$ cat config.mk
export PLATFORM = sky130hd
export DESIGN_NAME = cardinal_nic
export DESIGN_NICKNAME = d
export VERILOG_FILES = /design/src/rtl/cardinal_nic.sv
export SDC_FILE = /design/constraint.sdc
export NUM_CORES = 1
export LEC_CHECK = 0
export BUFFER_PORTS_ARGS = -buffer_cell sky130_fd_sc_hd__buf_2
export CORE_AREA = 4 4 119 205
export CTS_CLUSTER_SIZE = 28
export DETAILED_ROUTE_END_ITERATION = 6
export DIE_AREA = 0 0 123 209
export GPL_TIMING_DRIVEN = 0
export REMOVE_ABC_BUFFERS = 1
export SYNTH_ARGS = -nofsm -noshare
export SYNTH_HDL_FRONTEND = slang
export SYNTH_SLANG_ARGS = --single-unit
$ cat constraint.sdc
create_clock -name clk -period 1.3 [get_ports clk]
set_input_delay 0.13 -clock clk [delete_from_list [all_inputs] [get_ports clk]]
set_output_delay 0.13 -clock clk [all_outputs]
set_load 0.02 [all_outputs]
$ cat src/rtl/cardinal_nic.sv
`timescale 1ns/1ps
// -----------------------------------------------------------------------------
// cardinal_nic
// Network interface controller between one processing element (PE) and the PE
// port of its mesh router. Each direction holds a single packet. The PE side
// is a four-entry memory-mapped register file. The router side uses a
// send/ready handshake, and outbound packets leave only on cycles where their
// virtual-channel bit (MSB) matches the router polarity.
//
// Ports
//   clk           rising-edge clock
//   reset         asynchronous, active-low reset
//   addr          PE register address (0 in buf, 1 in status, 2 out buf, 3 out status)
//   d_in / d_out  PE write data / PE read data (read data is combinational)
//   nic_en        PE access enable
//   nic_wr_en     1 = write, 0 = read (qualified by nic_en)
//   net_polarity  router even/odd cycle indicator
//   net_si/net_ri/net_di  router-to-NIC send, ready, data
//   net_so/net_ro/net_do  NIC-to-router send, ready, data
// -----------------------------------------------------------------------------
module cardinal_nic #(
  parameter int DATA_WIDTH = 64
) (
  input  logic                  clk,
  input  logic                  reset,
  input  logic [1:0]            addr,
  input  logic [DATA_WIDTH-1:0] d_in,
  output logic [DATA_WIDTH-1:0] d_out,
  input  logic                  nic_en,
  input  logic                  nic_wr_en,
  input  logic                  net_polarity,
  input  logic                  net_si,
  output logic                  net_ri,
  input  logic [DATA_WIDTH-1:0] net_di,
  output logic                  net_so,
  input  logic                  net_ro,
  output logic [DATA_WIDTH-1:0] net_do
);

  logic [DATA_WIDTH-1:0] in_buf_q,  in_buf_d;
  logic [DATA_WIDTH-1:0] out_buf_q, out_buf_d;
  logic                  in_full_q,  in_full_d;
  logic                  out_full_q, out_full_d;
  logic                  in_ovf_q,   in_ovf_d;
  logic                  out_ovf_q,  out_ovf_d;
  logic [7:0]            tx_cnt_q,   tx_cnt_d;
  logic [7:0]            rx_cnt_q,   rx_cnt_d;

  logic pe_rd_s;
  logic pe_wr_s;

  // Status word: counter in bits [15:8], overflow in bit 1, full in bit 0.
  function automatic logic [DATA_WIDTH-1:0] status_word(input logic [7:0] cnt,
                                                        input logic       ovf,
                                                        input logic       full);
    logic [DATA_WIDTH-1:0] w;
    w    = '0;
    w[0] = full;
    w[1] = ovf;
    for (int i = 0; i < 8; i++) begin
      if (i + 8 < DATA_WIDTH) begin
        w[i+8] = cnt[i];
      end else begin
        w = w;
      end
    end
    return w;
  endfunction

  // Router-facing handshake outputs and PE read mux.
  always_comb begin
    pe_rd_s = nic_en & ~nic_wr_en;
    pe_wr_s = nic_en &  nic_wr_en;
    net_ri  = ~in_full_q;
    net_so  = out_full_q & net_ro & (out_buf_q[DATA_WIDTH-1] == net_polarity);
    net_do  = out_full_q ? out_buf_q : '0;
    d_out   = '0;
    if (pe_rd_s) begin
      case (addr)
        2'd0:    d_out = in_full_q ? in_buf_q : '0;
        2'd1:    d_out = status_word(rx_cnt_q, in_ovf_q, in_full_q);
        2'd3:    d_out = status_word(tx_cnt_q, out_ovf_q, out_full_q);
        default: d_out = '0;
      endcase
    end else begin
      d_out = '0;
    end
  end

  // Next-state for both buffers, sticky flags and counters.
  always_comb begin
    in_buf_d   = in_buf_q;
    in_full_d  = in_full_q;
    in_ovf_d   = in_ovf_q;
    rx_cnt_d   = rx_cnt_q;
    out_buf_d  = out_buf_q;
    out_full_d = out_full_q;
    out_ovf_d  = out_ovf_q;
    tx_cnt_d   = tx_cnt_q;

    // Inbound: capture only when empty; a PE read of addr 0 can only clear a
    // full buffer, so capture and drain never coincide (no flow-through).
    if (net_si && !in_full_q) begin
      in_buf_d  = net_di;
      in_full_d = 1'b1;
      rx_cnt_d  = rx_cnt_q + 8'd1;
    end else if (pe_rd_s && (addr == 2'd0) && in_full_q) begin
      in_full_d = 1'b0;
    end else begin
      in_full_d = in_full_q;
    end

    // Sticky inbound overflow: a new overflow beats a status-read clear.
    if (net_si && in_full_q) begin
      in_ovf_d = 1'b1;
    end else if (pe_rd_s && (addr == 2'd1)) begin
      in_ovf_d = 1'b0;
    end else begin
      in_ovf_d = in_ovf_q;
    end

    // Outbound: a write lands only into a buffer that was empty before the
    // edge, so a write in the release cycle is dropped as an overflow.
    if (pe_wr_s && (addr == 2'd2) && !out_full_q) begin
      out_buf_d  = d_in;
      out_full_d = 1'b1;
    end else if (net_so) begin
      out_full_d = 1'b0;
      tx_cnt_d   = tx_cnt_q + 8'd1;
    end else begin
      out_full_d = out_full_q;
    end

    if (pe_wr_s && (addr == 2'd2) && out_full_q) begin
      out_ovf_d = 1'b1;
    end else if (pe_rd_s && (addr == 2'd3)) begin
      out_ovf_d = 1'b0;
    end else begin
      out_ovf_d = out_ovf_q;
    end
  end

  // State registers with asynchronous active-low reset.
  always_ff @(posedge clk or negedge reset) begin
    if (!reset) begin
      in_buf_q   <= '0;
      in_full_q  <= 1'b0;
      in_ovf_q   <= 1'b0;
      rx_cnt_q   <= 8'd0;
      out_buf_q  <= '0;
      out_full_q <= 1'b0;
      out_ovf_q  <= 1'b0;
      tx_cnt_q   <= 8'd0;
    end else begin
      in_buf_q   <= in_buf_d;
      in_full_q  <= in_full_d;
      in_ovf_q   <= in_ovf_d;
      rx_cnt_q   <= rx_cnt_d;
      out_buf_q  <= out_buf_d;
      out_full_q <= out_full_d;
      out_ovf_q  <= out_ovf_d;
      tx_cnt_q   <= tx_cnt_d;
    end
  end

endmodule

==> results_tabular.tex, run 1 <==
\begin{tabular}{lr}
\hline
Metric & Value \\
\hline
\multicolumn{2}{l}{\textbf{Status}} \\
\quad Outcome & complete, but fails checks \\
\quad Violations in the final reports & setup timing \\
\multicolumn{2}{l}{\textbf{Global route}} \\
\quad First-pass GRT wire length & 37,100 um \\
\quad Via count of the first global-routing pass & 6,783 \\
\quad Maximum number of pins on one net before global-route repair & 76 \\
\quad GRT Residual Overflow & 0 \\
\quad Combined global-route utilization of all metal layers & 18.7\% \\
\quad Number of antenna violations at the first check in global routing & 0 \\
\multicolumn{2}{l}{\textbf{Worst setup path}} \\
\quad Data arrival time of the critical path & 1.69 ns \\
\quad Worst Setup Start Kind & flop \\
\quad Worst Path Max Fanout & 14 \\
\quad Critical path's slowest cell & sky130\_fd\_sc\_hd\_\_dfrtp\_2 \\
\quad Sequence of cells on the critical path & nor3b\_4 -> buf\_6 -> buf\_12 -> and3\_4 -> buf\_4 \\
\quad Worst path required time & 1.17 ns \\
\quad Dominant delay contributor by cell family on the critical path & buffers and inverters \\
\quad CP Class & reg2out \\
\quad Critical path endpoint category & output port \\
\quad CP peak stage delay & 0.37 ns \\
\quad Sum of buffers and inverters on the critical path & 3 \\
\multicolumn{2}{l}{\textbf{Floorplanning}} \\
\quad Top-level I/O count & 267 \\
\quad Area inside the core boundary & 0.0227 mm2 \\
\quad Die Width & 123 um \\
\quad Floorplan die area & 0.0257 mm2 \\
\quad Initial cell density of the core & 29.5\% \\
\quad Die boundary height & 209 um \\
\quad Number of rows created at floorplan & 73 \\
\multicolumn{2}{l}{\textbf{Clock tree}} \\
\quad Max H-tree Level & 4 \\
\quad TritonCTS clock tree & yes \\
\quad Clk Latency, worst-skew pair & 0.42 ns \\
\quad CTS root buf & sky130\_fd\_sc\_hd\_\_clkbuf\_16 \\
\quad Clk buf depth & 2 \\
\quad TritonCTS buffer count & 17 \\
\quad Total number of clock tree sinks & 148 \\
\quad Clock edge transition at the registers on the reported setup and hold paths & 0.06 ns \\
\multicolumn{2}{l}{\textbf{Routing}} \\
\quad Vias per inst & 4.66 \\
\quad Detailed-routing wirelength on met1 & 8830 um \\
\quad Highest metal layer used by the detailed router & met4 \\
\quad Remaining design rule violation count & 0 \\
\quad Iter 0 DRT Violations & 262 \\
\quad DRT Wirelength & 24,500 um \\
\quad Final antenna-violating net count & 0 \\
\quad Detailed-routed wire length on met3 & 1390 um \\
\quad First-pass iteration count of the detailed router & 4 \\
\quad Vias & 5,946 \\
\quad WL/cell & 19.2 um \\
\quad Routed wire length on met2 & 13,400 um \\
\multicolumn{2}{l}{\textbf{Power}} \\
\quad PwrDens & 1810 mW/mm2 \\
\quad VDD IR max & 798 uV \\
\quad Static leakage & 6.23 nW \\
\multicolumn{2}{l}{\textbf{Logic synthesis}} \\
\quad Count of flip-flops with a built-in enable after synthesis & 0 \\
\quad Fraction of the yosys area taken by sequential cells & 55.2\% \\
\quad Primary FF master, synth & sky130\_fd\_sc\_hd\_\_dfrtp\_1 \\
\quad Average size of a mapped cell & 12.9 um2 \\
\quad Count of state elements after synthesis & 148 \\
\quad Synth warnings & 0 \\
\quad Netlist cell types & 32 \\
\quad Post-synthesis instance total & 520 \\
\quad Mapped cell area & 0.00671 mm2 \\
\quad Fraction of synthesis flops using an asynchronous set or reset pin & 100\% \\
\multicolumn{2}{l}{\textbf{Timing}} \\
\quad Final clock period utilization by the worst path & 140\% \\
\quad Setup\_tns & -98.15 ns \\
\quad Peak Freq & 549 MHz \\
\quad Setup violation total in the final timing report & 269 \\
\quad Final Hold Fails & 0 \\
\quad Worst max-slew margin expressed relative to the limit & 59.9\% \\
\quad Setup slack of the critical path after layout & -0.522 ns \\
\quad Final clock skew & 0.00475 ns \\
\quad Time the final worst path needs with I/O delays and setup & 1.82 ns \\
\quad RSZ-0062 raised after global routing & yes \\
\quad Worst Max-Slew Pin Slew & 0.601 ns \\
\quad Number of max-slew violations in the final report & 0 \\
\multicolumn{2}{l}{\textbf{Placed design}} \\
\quad Half-perimeter wire length of the detailed placement result & 12,500 um \\
\quad GPL Wtd Cong & 0.718 \\
\quad Number of input and output port buffers inserted & 266 \\
\quad Post-Place Setup Slack & -1.09 ns \\
\multicolumn{2}{l}{\textbf{Cells and area}} \\
\quad Final design utilization & 56.8\% \\
\quad Fraction of final layout cells sized beyond drive strength 1 & 61.4\% \\
\quad Antenna diode instance count & 0 \\
\quad Leading cell type in the layout, fill and taps excluded & sky130\_fd\_sc\_hd\_\_dfrtp\_1 \\
\quad Leading cell types in the layout, fill and taps excluded & 144 x sky130\_fd\_sc\_hd\_\_dfrtp\_1, 135 x sky130\_fd\_sc\_hd\_\_buf\_2, 130 x sky130\_fd\_sc\_hd\_\_dlygate4sd3\_1 \\
\quad Layout Area Growth over Synthesis & 92.6\% \\
\quad Final Net Count & 1,103 \\
\multicolumn{2}{l}{\textbf{Flow run}} \\
\quad Number of maximum-capacitance violations & 0 \\
\multicolumn{2}{l}{\textbf{Min path}} \\
\quad Hold WC Path Type & in2reg \\
\hline
\end{tabular}
==> registers in the layout, summed over array words and instances, names as in the netlist <==
register	cells
in_buf_q	64
in_full_q	1
in_ovf_q	1
out_buf_q	64
out_full_q	1
out_ovf_q	1
rx_cnt_q	8
tx_cnt_q	8
==> worst reg2reg max path: stages (launching register included) <==
cell                      delay [ns]
sky130_fd_sc_hd__dfrtp_2        0.41
sky130_fd_sc_hd__buf_4          0.14
sky130_fd_sc_hd__buf_4          0.13
sky130_fd_sc_hd__buf_6          0.11
sky130_fd_sc_hd__nor2b_4        0.14
sky130_fd_sc_hd__buf_6          0.17
sky130_fd_sc_hd__buf_12         0.12
sky130_fd_sc_hd__buf_16         0.11
sky130_fd_sc_hd__mux2_2         0.32
==> through the flow <==
stage | instances | power, W | area, um2 | hold slack (ns)
2_1_floorplan | 483 | 0.0107 | 6520 | -0.166
3_3_place_gp | 1049 | 0.0122 | 8220 | 0.361
3_5_place_dp | 1059 | 0.0128 | 8460 | 0.130
4_1_cts | 1288 | 0.0232 | 12800 | 0.0532
5_1_grt | 1277 | 0.0246 | 12900 | 0.113
6_report | 1277 | 0.0234 | 12900 | 0.0785
==> layout make-up <==
type / instances / area (um2)
tap: 300 / 375
fill: 1723 / 9820
timing repair buffer: 461 / 4520
inverter: 1 / 6.26
clock inverter: 13 / 229
sequential: 148 / 3710
clock buffer: 19 / 453
multi-input combinational: 335 / 3640
==> path summary, 6_finish.rpt <==
check / start / endpoint / slack, ns / cells after the start
max reg2reg: in_full_q / in_buf_q[9] / -0.46 / 8
max: in_full_q / d_out[34] / -0.52 / 5
min: nic_en / out_ovf_q / 0.08 / 3
max in group asynchronous: reset / in_full_q / 0.25 / 3
min in group asynchronous: reset / out_buf_q[13] / 0.24 / 2
min reg2reg: tx_cnt_q[7] / tx_cnt_q[7] / 0.47 / 1
==> cell usage after synthesis (3+ instances only) <==
| cell type | count | share of area (%) |
|---|---|---|
| sky130_fd_sc_hd__nand3_1 | 4 | 0.30 |
| sky130_fd_sc_hd__buf_2 | 10 | 0.75 |
| sky130_fd_sc_hd__a22oi_1 | 9 | 1.0 |
| sky130_fd_sc_hd__nand2_1 | 8 | 0.45 |
| sky130_fd_sc_hd__and3_1 | 56 | 5.2 |
| sky130_fd_sc_hd__nor2_1 | 12 | 0.67 |
| sky130_fd_sc_hd__clkbuf_1 | 20 | 1.1 |
| sky130_fd_sc_hd__mux2_2 | 139 | 23 |
| sky130_fd_sc_hd__buf_6 | 5 | 0.84 |
| sky130_fd_sc_hd__nand4_1 | 5 | 0.47 |
| sky130_fd_sc_hd__nor4_1 | 3 | 0.28 |
| sky130_fd_sc_hd__and2_1 | 64 | 6.0 |
| sky130_fd_sc_hd__dfrtp_1 | 148 | 55 |
| sky130_fd_sc_hd__xor2_1 | 9 | 1.2 |
| sky130_fd_sc_hd__xnor2_1 | 6 | 0.78 |
==> repair_timing <==
action | CTS | global route
endpoints found under the setup margin | 276 | 275
gates cloned | 21 | 1
setup buffers | 47 | 8
pin swaps | 15 | 13
endpoints found under the hold margin | 203 | 0
hold buffers | 130 | 0
gates resized for setup | 411 | 138
==> cells by family (layout without fill, tap and decap cells) <==
| group | after synthesis | in the layout | synth area share (%) |
|---|---|---|---|
| xor+xnor | 15 | 15 | 1.96 |
| simple gates | 163 | 164 | 14.5 |
| fa+ha+maj | 2 | 2 | 0.373 |
| flops | 148 | 148 | 55.2 |
| compound gates | 15 | 15 | 1.66 |
| buf+inv | 38 | 494 | 2.98 |
| mux | 139 | 139 | 23.3 |
==> power by group <==
part / internal, W / switching [W]
Sequential: 0.00637 / 0.00114
Clock: 0.00370 / 0.00200
Combinational: 0.00630 / 0.00392
==> metal layers <==
metal,track usage (%),up-vias
met2,34.8,214
met3,4.41,59
li1,-,2707
met4,7.11,0
met5,0,-
met1,20.0,2966
No activity file was read; power rests on OpenSTA's default activity.
==> run 2: changes to the inputs <==
--- a/config.mk
+++ b/config.mk
@@ -6,11 +6,12 @@
 export NUM_CORES = 1
 export LEC_CHECK = 0
 export BUFFER_PORTS_ARGS = -buffer_cell sky130_fd_sc_hd__buf_2
-export CORE_AREA = 4 4 119 205
+export CORE_AREA = 4 4 148 164
 export CTS_CLUSTER_SIZE = 28
 export DETAILED_ROUTE_END_ITERATION = 6
-export DIE_AREA = 0 0 123 209
+export DIE_AREA = 0 0 152 168
 export GPL_TIMING_DRIVEN = 0
+export MAX_ROUTING_LAYER = met4
 export REMOVE_ABC_BUFFERS = 1
 export SYNTH_ARGS = -nofsm -noshare
 export SYNTH_HDL_FRONTEND = slang
==> constraint.sdc (replaced) <==
create_clock -name clk -period 1.3 [get_ports clk]
set_input_delay 0.13 -clock clk [delete_from_list [all_inputs] [get_ports clk]]
set_output_delay 0.13 -clock clk [all_outputs]
set_load 0.05 [all_outputs]
==> results_tabular.tex, run 2 (synthesis gave the netlist of run 1 again) <==
\begin{tabular}{lr}
\hline
Metric & Value \\
\hline
\multicolumn{2}{l}{\textbf{Status}} \\
\quad Outcome & complete, but fails checks (unchanged) \\
\quad Violations in the final reports & setup timing (unchanged) \\
\multicolumn{2}{l}{\textbf{Routing}} \\
\quad Highest metal layer used by the detailed router & met4 (unchanged) \\
\quad Detailed-routed wire length on met3 & 1190 um (was 1390 um) \\
\quad WL/cell & 21.4 um (was 19.2 um) \\
\quad First-pass iteration count of the detailed router & 4 (unchanged) \\
\quad DRT Wirelength & 27,600 um (was 24,500 um) \\
\quad Vias & 6,154 (was 5,946) \\
\quad Final antenna-violating net count & 0 (unchanged) \\
\quad Iter 0 DRT Violations & 216 (was 262) \\
\quad Detailed-routing wirelength on met1 & 11,200 um (was 8830 um) \\
\quad Vias per inst & 4.76 (was 4.66) \\
\quad Remaining design rule violation count & 0 (unchanged) \\
\quad Routed wire length on met2 & 14,500 um (was 13,400 um) \\
\multicolumn{2}{l}{\textbf{Worst setup path}} \\
\quad Critical path endpoint category & output port (unchanged) \\
\quad Critical path's slowest cell & sky130\_fd\_sc\_hd\_\_dfrtp\_2 (unchanged) \\
\quad CP peak stage delay & 0.37 ns (about the same) \\
\quad Worst Path Max Fanout & 7 (was 14) \\
\quad Most Frequent Cell on Critical Path & sky130\_fd\_sc\_hd\_\_buf\_8 \\
\quad CP Class & reg2out (unchanged) \\
\quad Worst path required time & 1.17 ns (about the same) \\
\quad Sequence of cells on the critical path & nor3b\_4 -> clkbuf\_16 -> buf\_8 -> buf\_16 -> and3\_4 -> buf\_8 (was nor3b\_4 -> buf\_6 -> buf\_12 -> and3\_4 -> buf\_4) \\
\quad Worst Setup Start Kind & flop (unchanged) \\
\quad Data arrival time of the critical path & 1.85 ns (was 1.69 ns) \\
\multicolumn{2}{l}{\textbf{Clock tree}} \\
\quad Clock edge transition at the registers on the reported setup and hold paths & 0.06 ns (about the same) \\
\quad Clk buf depth & 2 (unchanged) \\
\quad Max H-tree Level & 4 (unchanged) \\
\quad Total number of clock tree sinks & 148 (unchanged) \\
\quad TritonCTS buffer count & 17 (unchanged) \\
\quad CTS root buf & sky130\_fd\_sc\_hd\_\_clkbuf\_16 (unchanged) \\
\quad TritonCTS clock tree & yes (unchanged) \\
\quad Clk Latency, worst-skew pair & 0.42 ns (about the same) \\
\multicolumn{2}{l}{\textbf{Placed design}} \\
\quad Placement Cell Area & 0.00851 mm2 (was 0.00846 mm2) \\
\quad Half-perimeter wire length of the detailed placement result & 12,600 um (was 12,500 um) \\
\quad Post-Place Setup Slack & -0.870 ns (was -1.09 ns) \\
\quad GPL Wtd Cong & 0.801 (was 0.718) \\
\quad Number of input and output port buffers inserted & 266 (unchanged) \\
\multicolumn{2}{l}{\textbf{Cells and area}} \\
\quad Largest regs & in\_buf\_q: 64 flops, out\_buf\_q: 64 flops (unchanged) \\
\quad Leading cell types in the layout, fill and taps excluded & 144 x sky130\_fd\_sc\_hd\_\_dfrtp\_1, 135 x sky130\_fd\_sc\_hd\_\_buf\_2, 130 x sky130\_fd\_sc\_hd\_\_mux2\_4, 130 x sky130\_fd\_sc\_hd\_\_dlygate4sd3\_1 (was 144 x sky130\_fd\_sc\_hd\_\_dfrtp\_1, 135 x sky130\_fd\_sc\_hd\_\_buf\_2, 130 x sky130\_fd\_sc\_hd\_\_dlygate4sd3\_1) \\
\quad Fraction of final layout cells sized beyond drive strength 1 & 66.8\% (was 61.4\%) \\
\quad Number of fill cells in the layout & 1,634 (was 1,723) \\
\quad Area of the multi-input gates & 0.00392 mm2 (was 0.00364 mm2) \\
\quad Layout Area Growth over Synthesis & 105\% (was 92.6\%) \\
\quad Antenna diode instance count & 0 (unchanged) \\
\quad FF+latch area & 0.00371 mm2 (about the same) \\
\quad Final Net Count & 1,118 (was 1,103) \\
\quad Leading cell type in the layout, fill and taps excluded & sky130\_fd\_sc\_hd\_\_dfrtp\_1 (unchanged) \\
\quad Final standard cell area without fillers & 0.0137 mm2 (was 0.0129 mm2) \\
\multicolumn{2}{l}{\textbf{Power}} \\
\quad VDD IR max & 846 uV (was 798 uV) \\
\quad Overall Power & 0.0257 W (was 0.0234 W) \\
\quad Static leakage & 6.37 nW (was 6.23 nW) \\
\quad PwrDens & 1870 mW/mm2 (was 1810 mW/mm2) \\
\multicolumn{2}{l}{\textbf{Timing}} \\
\quad Final clock period utilization by the worst path & 152\% (was 140\%) \\
\quad Worst max-slew margin expressed relative to the limit & 60.9\% (was 59.9\%) \\
\quad Setup violation total in the final timing report & 276 (was 269) \\
\quad Number of max-slew violations in the final report & 0 (unchanged) \\
\quad Peak Freq & 505 MHz (was 549 MHz) \\
\quad RSZ-0062 raised after global routing & yes (unchanged) \\
\quad Worst Max-Slew Pin Slew & 0.587 ns (was 0.601 ns) \\
\quad Final clock skew & 0.00742 ns (was 0.00475 ns) \\
\quad Hold slack & 0.151 ns (was 0.0785 ns) \\
\quad Setup slack of the critical path after layout & -0.681 ns (was -0.522 ns) \\
\quad Time the final worst path needs with I/O delays and setup & 1.98 ns (was 1.82 ns) \\
\quad Final Hold Fails & 0 (unchanged) \\
\multicolumn{2}{l}{\textbf{Global route}} \\
\quad First-pass GRT wire length & 40,700 um (was 37,100 um) \\
\quad GRT Residual Overflow & 0 (unchanged) \\
\quad Number of antenna violations at the first check in global routing & 0 (unchanged) \\
\quad Maximum number of pins on one net before global-route repair & 106 (was 76) \\
\quad Combined global-route utilization of all metal layers & 20.7\% (was 18.7\%) \\
\quad Via count of the first global-routing pass & 6,961 (was 6,783) \\
\multicolumn{2}{l}{\textbf{Flow run}} \\
\quad Number of maximum-capacitance violations & 0 (unchanged) \\
\multicolumn{2}{l}{\textbf{Floorplanning}} \\
\quad Number of rows created at floorplan & 58 (was 73) \\
\quad Area inside the core boundary & 0.0226 mm2 (was 0.0227 mm2) \\
\quad Die boundary height & 168 um (was 209 um) \\
\quad Floorplan die area & 0.0255 mm2 (was 0.0257 mm2) \\
\quad Die Width & 152 um (was 123 um) \\
\quad Top-level I/O count & 267 (unchanged) \\
\quad Initial cell density of the core & 29.6\% (was 29.5\%) \\
\multicolumn{2}{l}{\textbf{Min path}} \\
\quad Hold WC Path Type & in2reg (unchanged) \\
\hline
\end{tabular}
[run 2: worst paths after layout]
kind | from | end | slack (ns) | cells past startpoint
setup / recovery | in_full_q | d_out[46] | -0.68 | 6
min in group asynchronous | reset | out_buf_q[39] | 0.22 | 2
setup reg to reg | out_full_q | out_buf_q[55] | -0.46 | 6
max in group asynchronous | reset | in_full_q | 0.16 | 3
hold reg to reg | rx_cnt_q[7] | rx_cnt_q[7] | 0.48 | 1
hold / removal | addr[0] | out_ovf_q | 0.15 | 2
[run 2: report_power, final]
part	internal (W)	switching [W]
combinational	0.00696	0.00620
sequential	0.00638	0.00129
clock	0.00269	0.00220
[run 2: what timing repair did]
action / in CTS / in global routing
hold endpoints to repair: 173 / 0
pin swaps: 21 / 38
buffers inserted: 48 / 18
hold buffers: 130 / 0
gates cloned: 21 / 7
gates resized for setup: 525 / 176
endpoints found under the setup margin: 276 / 275
[run 2: worst max-delay path: cells and delay by family, from the launching register on]
| family | cells | cell delay (ns) |
|---|---|---|
| buffers and inverters | 4 | 0.59 |
| DFF | 1 | 0.37 |
| and+or+nand+nor | 2 | 0.46 |
[run 2: routing by layer]
metal | vias up | track usage (%)
met5 | - | -
met2 | 234 | 36.0
met4 | 0 | 6.49
met3 | 41 | 4.52
met1 | 3139 | 23.9
li1 | 2740 | -
[run 2: per-stage QoR]
step	setup TNS, ns	cells	util (%)
2_1_floorplan	-486.87	483	-
3_3_place_gp	-1273.76	1049	36.3
3_5_place_dp	-117.71	1060	37.6
4_1_cts	-107.79	1290	58.4
5_1_grt	-126.46	1292	60.7
6_report	-110.13	1292	60.7
[run 2: final cells by class]
type / count / area share (%)
Timing Repair Buffer: 476 / 37.5
Tap cell: 300 / 2.73
Multi-Input combinational cell: 335 / 28.5
Clock buffer: 18 / 3.12
Inverter: 1 / 0.0455
Clock inverter: 14 / 1.03
Sequential cell: 148 / 27.0
==> run 3: changes to the inputs <==
--- a/config.mk
+++ b/config.mk
@@ -6,10 +6,10 @@
 export NUM_CORES = 1
 export LEC_CHECK = 0
 export BUFFER_PORTS_ARGS = -buffer_cell sky130_fd_sc_hd__buf_2
-export CORE_AREA = 4 4 148 164
+export CORE_AREA = 4 4 138 153
 export CTS_CLUSTER_SIZE = 28
 export DETAILED_ROUTE_END_ITERATION = 6
-export DIE_AREA = 0 0 152 168
+export DIE_AREA = 0 0 142 157
 export GPL_TIMING_DRIVEN = 0
 export MAX_ROUTING_LAYER = met4
 export REMOVE_ABC_BUFFERS = 1
==> results_tabular.tex, run 3 (synthesis gave the netlist of run 1 again) <==
\begin{tabular}{lr}
\hline
Metric & Value \\
\hline
\multicolumn{2}{l}{\textbf{Cells and area}} \\
\quad Antenna diode instance count & 0 (unchanged) \\
\quad Final Net Count & 1,118 (unchanged) \\
\quad Layout Area Growth over Synthesis & 95.6\% (was 105\%) \\
\quad Leading cell types in the layout, fill and taps excluded & 143 x sky130\_fd\_sc\_hd\_\_dfrtp\_1, 135 x sky130\_fd\_sc\_hd\_\_buf\_2, 130 x sky130\_fd\_sc\_hd\_\_dlygate4sd3\_1 (was 144 x sky130\_fd\_sc\_hd\_\_dfrtp\_1, 135 x sky130\_fd\_sc\_hd\_\_buf\_2, 130 x sky130\_fd\_sc\_hd\_\_mux2\_4, 130 x sky130\_fd\_sc\_hd\_\_dlygate4sd3\_1) \\
\quad Final Instance Count excl. Fillers & 1,244 (was 1,292) \\
\quad Final design utilization & 66.8\% (was 60.7\%) \\
\quad Final standard cell area without fillers & 0.0131 mm2 (was 0.0137 mm2) \\
\quad Largest regs & in\_buf\_q: 64 flops, out\_buf\_q: 64 flops (unchanged) \\
\quad Fraction of final layout cells sized beyond drive strength 1 & 63.7\% (was 66.8\%) \\
\quad Leading cell type in the layout, fill and taps excluded & sky130\_fd\_sc\_hd\_\_dfrtp\_1 (unchanged) \\
\multicolumn{2}{l}{\textbf{Routing}} \\
\quad Remaining design rule violation count & 0 (unchanged) \\
\quad Vias & 6,213 (was 6,154) \\
\quad Vias per inst & 4.99 (was 4.76) \\
\quad DRT Wirelength & 27,100 um (was 27,600 um) \\
\quad Final antenna-violating net count & 0 (unchanged) \\
\quad Iter 0 DRT Violations & 258 (was 216) \\
\quad WL/cell & 21.8 um (was 21.4 um) \\
\quad First-pass iteration count of the detailed router & 4 (unchanged) \\
\multicolumn{2}{l}{\textbf{Clock tree}} \\
\quad Max H-tree Level & 4 (unchanged) \\
\quad Clk Latency, worst-skew pair & 0.43 ns (was 0.42 ns) \\
\quad TritonCTS clock tree & yes (unchanged) \\
\quad Clk buf depth & 2 (unchanged) \\
\quad Clock edge transition at the registers on the reported setup and hold paths & 0.07 ns (was 0.06 ns) \\
\quad TritonCTS buffer count & 17 (unchanged) \\
\quad CTS root buf & sky130\_fd\_sc\_hd\_\_clkbuf\_16 (unchanged) \\
\quad Total number of clock tree sinks & 148 (unchanged) \\
\multicolumn{2}{l}{\textbf{Worst setup path}} \\
\quad Number of cell instances on the worst register-to-register path & 7 (was 6) \\
\quad CP peak stage delay & 0.37 ns (about the same) \\
\quad Critical Path Stages & 6 (unchanged) \\
\quad Dominant delay contributor by cell family on the critical path & buffers and inverters (unchanged) \\
\quad Sum of buffers and inverters on the critical path & 4 (unchanged) \\
\quad Slack of the worst reg-to-reg path & -0.47 ns (was -0.46 ns) \\
\quad R2r endpoint & out\_buf\_q[17] (was out\_buf\_q[55]) \\
\quad Launching point of the worst reg2reg path & out\_full\_q (unchanged) \\
\quad Worst Setup Start Kind & flop (unchanged) \\
\quad Worst Path Max Fanout & 6 (was 7) \\
\quad Critical path endpoint category & output port (unchanged) \\
\quad CP Class & reg2out (unchanged) \\
\quad Worst path required time & 1.17 ns (about the same) \\
\quad Critical path's slowest cell & sky130\_fd\_sc\_hd\_\_dfrtp\_2 (unchanged) \\
\quad Most Frequent Cell on Critical Path & sky130\_fd\_sc\_hd\_\_buf\_6 (was sky130\_fd\_sc\_hd\_\_buf\_8) \\
\quad Data arrival time of the critical path & 1.79 ns (was 1.85 ns) \\
\quad Sequence of cells on the critical path & nor3b\_4 -> buf\_6 -> buf\_12 -> buf\_6 -> and3\_4 -> buf\_8 (was nor3b\_4 -> clkbuf\_16 -> buf\_8 -> buf\_16 -> and3\_4 -> buf\_8) \\
\multicolumn{2}{l}{\textbf{Timing}} \\
\quad Final clock skew & 0.0125 ns (was 0.00742 ns) \\
\quad Setup slack of the critical path after layout & -0.617 ns (was -0.681 ns) \\
\quad Number of max-slew violations in the final report & 0 (unchanged) \\
\quad Worst max-slew margin expressed relative to the limit & 61.0\% (was 60.9\%) \\
\quad Peak Freq & 522 MHz (was 505 MHz) \\
\quad RSZ-0062 raised after global routing & yes (unchanged) \\
\quad Final Hold Fails & 0 (unchanged) \\
\quad Setup violation total in the final timing report & 274 (was 276) \\
\quad Worst Max-Slew Pin Slew & 0.584 ns (was 0.587 ns) \\
\quad Final clock period utilization by the worst path & 147\% (was 152\%) \\
\quad Time the final worst path needs with I/O delays and setup & 1.92 ns (was 1.98 ns) \\
\multicolumn{2}{l}{\textbf{Floorplanning}} \\
\quad Top-level I/O count & 267 (unchanged) \\
\quad Die boundary height & 157 um (was 168 um) \\
\quad Number of rows created at floorplan & 54 (was 58) \\
\quad Area inside the core boundary & 0.0197 mm2 (was 0.0226 mm2) \\
\quad Initial cell density of the core & 34.1\% (was 29.6\%) \\
\quad Floorplan die area & 0.0223 mm2 (was 0.0255 mm2) \\
\quad Die Width & 142 um (was 152 um) \\
\multicolumn{2}{l}{\textbf{Power}} \\
\quad VDD IR max & 1980 uV (was 846 uV) \\
\quad PwrDens & 1910 mW/mm2 (was 1870 mW/mm2) \\
\quad Static leakage & 6.22 nW (was 6.37 nW) \\
\multicolumn{2}{l}{\textbf{Global route}} \\
\quad GRT Residual Overflow & 0 (unchanged) \\
\quad Layer carrying the most global-route usage & met2 (unchanged) \\
\quad Met3 global-route usage & 6.08\% (was 4.52\%) \\
\quad Number of antenna violations at the first check in global routing & 0 (unchanged) \\
\quad Met1 capacity usage during global routing & 26.3\% (was 23.9\%) \\
\quad Maximum number of pins on one net before global-route repair & 77 (was 106) \\
\quad Via count of the first global-routing pass & 6,592 (was 6,961) \\
\quad Combined global-route utilization of all metal layers & 21.7\% (was 20.7\%) \\
\quad First-pass GRT wire length & 36,700 um (was 40,700 um) \\
\quad Met2 usage & 35.7\% (was 36.0\%) \\
\multicolumn{2}{l}{\textbf{Placed design}} \\
\quad Number of input and output port buffers inserted & 266 (unchanged) \\
\quad Post-Place Setup Slack & -1.17 ns (was -0.870 ns) \\
\quad Cell count after placement & 1,012 (was 1,060) \\
\quad GPL Wtd Cong & 0.751 (was 0.801) \\
\quad Placement Cell Area & 0.00844 mm2 (was 0.00851 mm2) \\
\quad Half-perimeter wire length of the detailed placement result & 12,900 um (was 12,600 um) \\
\multicolumn{2}{l}{\textbf{Min path}} \\
\quad Min-Delay Endpoint & in\_ovf\_q (was out\_ovf\_q) \\
\quad WHS Path Cells & 2 (unchanged) \\
\quad Origin of the worst min-delay path & net\_si (was addr[0]) \\
\quad Hold WC Path Type & in2reg (unchanged) \\
\multicolumn{2}{l}{\textbf{Status}} \\
\quad Outcome & complete, but fails checks (unchanged) \\
\quad Violations in the final reports & setup timing (unchanged) \\
\multicolumn{2}{l}{\textbf{Flow run}} \\
\quad Number of maximum-capacitance violations & 0 (unchanged) \\
\hline
\end{tabular}
[run 3: cell types whose count changed in the layout (fill, tap and decap cells not counted), sizes merged]
cell      change
buf           -4
bufinv        -1
clkbuf        +5
clkinv        +2
clkinvlp      +1
inv           -3
[run 3: worst max path at each step]
stage	startpoint	end
2_1_floorplan	in_full_q	rx_cnt_q[7]
4_1_cts	in_full_q	d_out[8]
6_report	in_full_q	d_out[51]
3_5_place_dp	out_full_q	out_buf_q[23]
5_1_grt	in_full_q	d_out[59]
3_3_place_gp	in_full_q	rx_cnt_q[7]
[run 3: power breakdown]
group	total, W	internal, W	switching, W
logic	0.0128	0.00663	0.00618
registers	0.00772	0.00637	0.00134
clock network	0.00460	0.00246	0.00214
[run 3: area by class of cell]
class | count | area (um2)
well taps | 252 | 315
clock buffers | 19 | 433
repair buffers | 476 | 4940
multi-input cells | 335 | 3620
fillers | 1294 | 6530
clock inverters | 13 | 100
flip-flops and latches | 148 | 3710
inverters | 1 | 6.26
[run 3: per-stage QoR]
stage	hold slack, ns	total power [W]	TNS [ns]
2_1_floorplan	-0.166	0.0127	-486.87
3_3_place_gp	0.362	0.0140	-1225.57
3_5_place_dp	0.138	0.0149	-144.43
4_1_cts	0.00343	0.0217	-104.06
5_1_grt	0.0455	0.0261	-105.37
6_report	0.0324	0.0251	-91.91
[run 3: what timing repair did]
| action | in CTS | in global routing |
|---|---|---|
| endpoints found under the setup margin | 276 | 274 |
| buffers inserted | 33 | 22 |
| gates resized for setup | 288 | 303 |
| hold endpoints to repair | 201 | 0 |
| gates cloned | 12 | 12 |
| hold buffers | 130 | 0 |
| pin swaps | 3 | 20 |
[run 3: metal layers]
layer,vias up,share of wire (%)
li1,2732,-
met1,3121,40
met2,312,51
met3,48,6.9
met4,0,2.5
met5,-,0
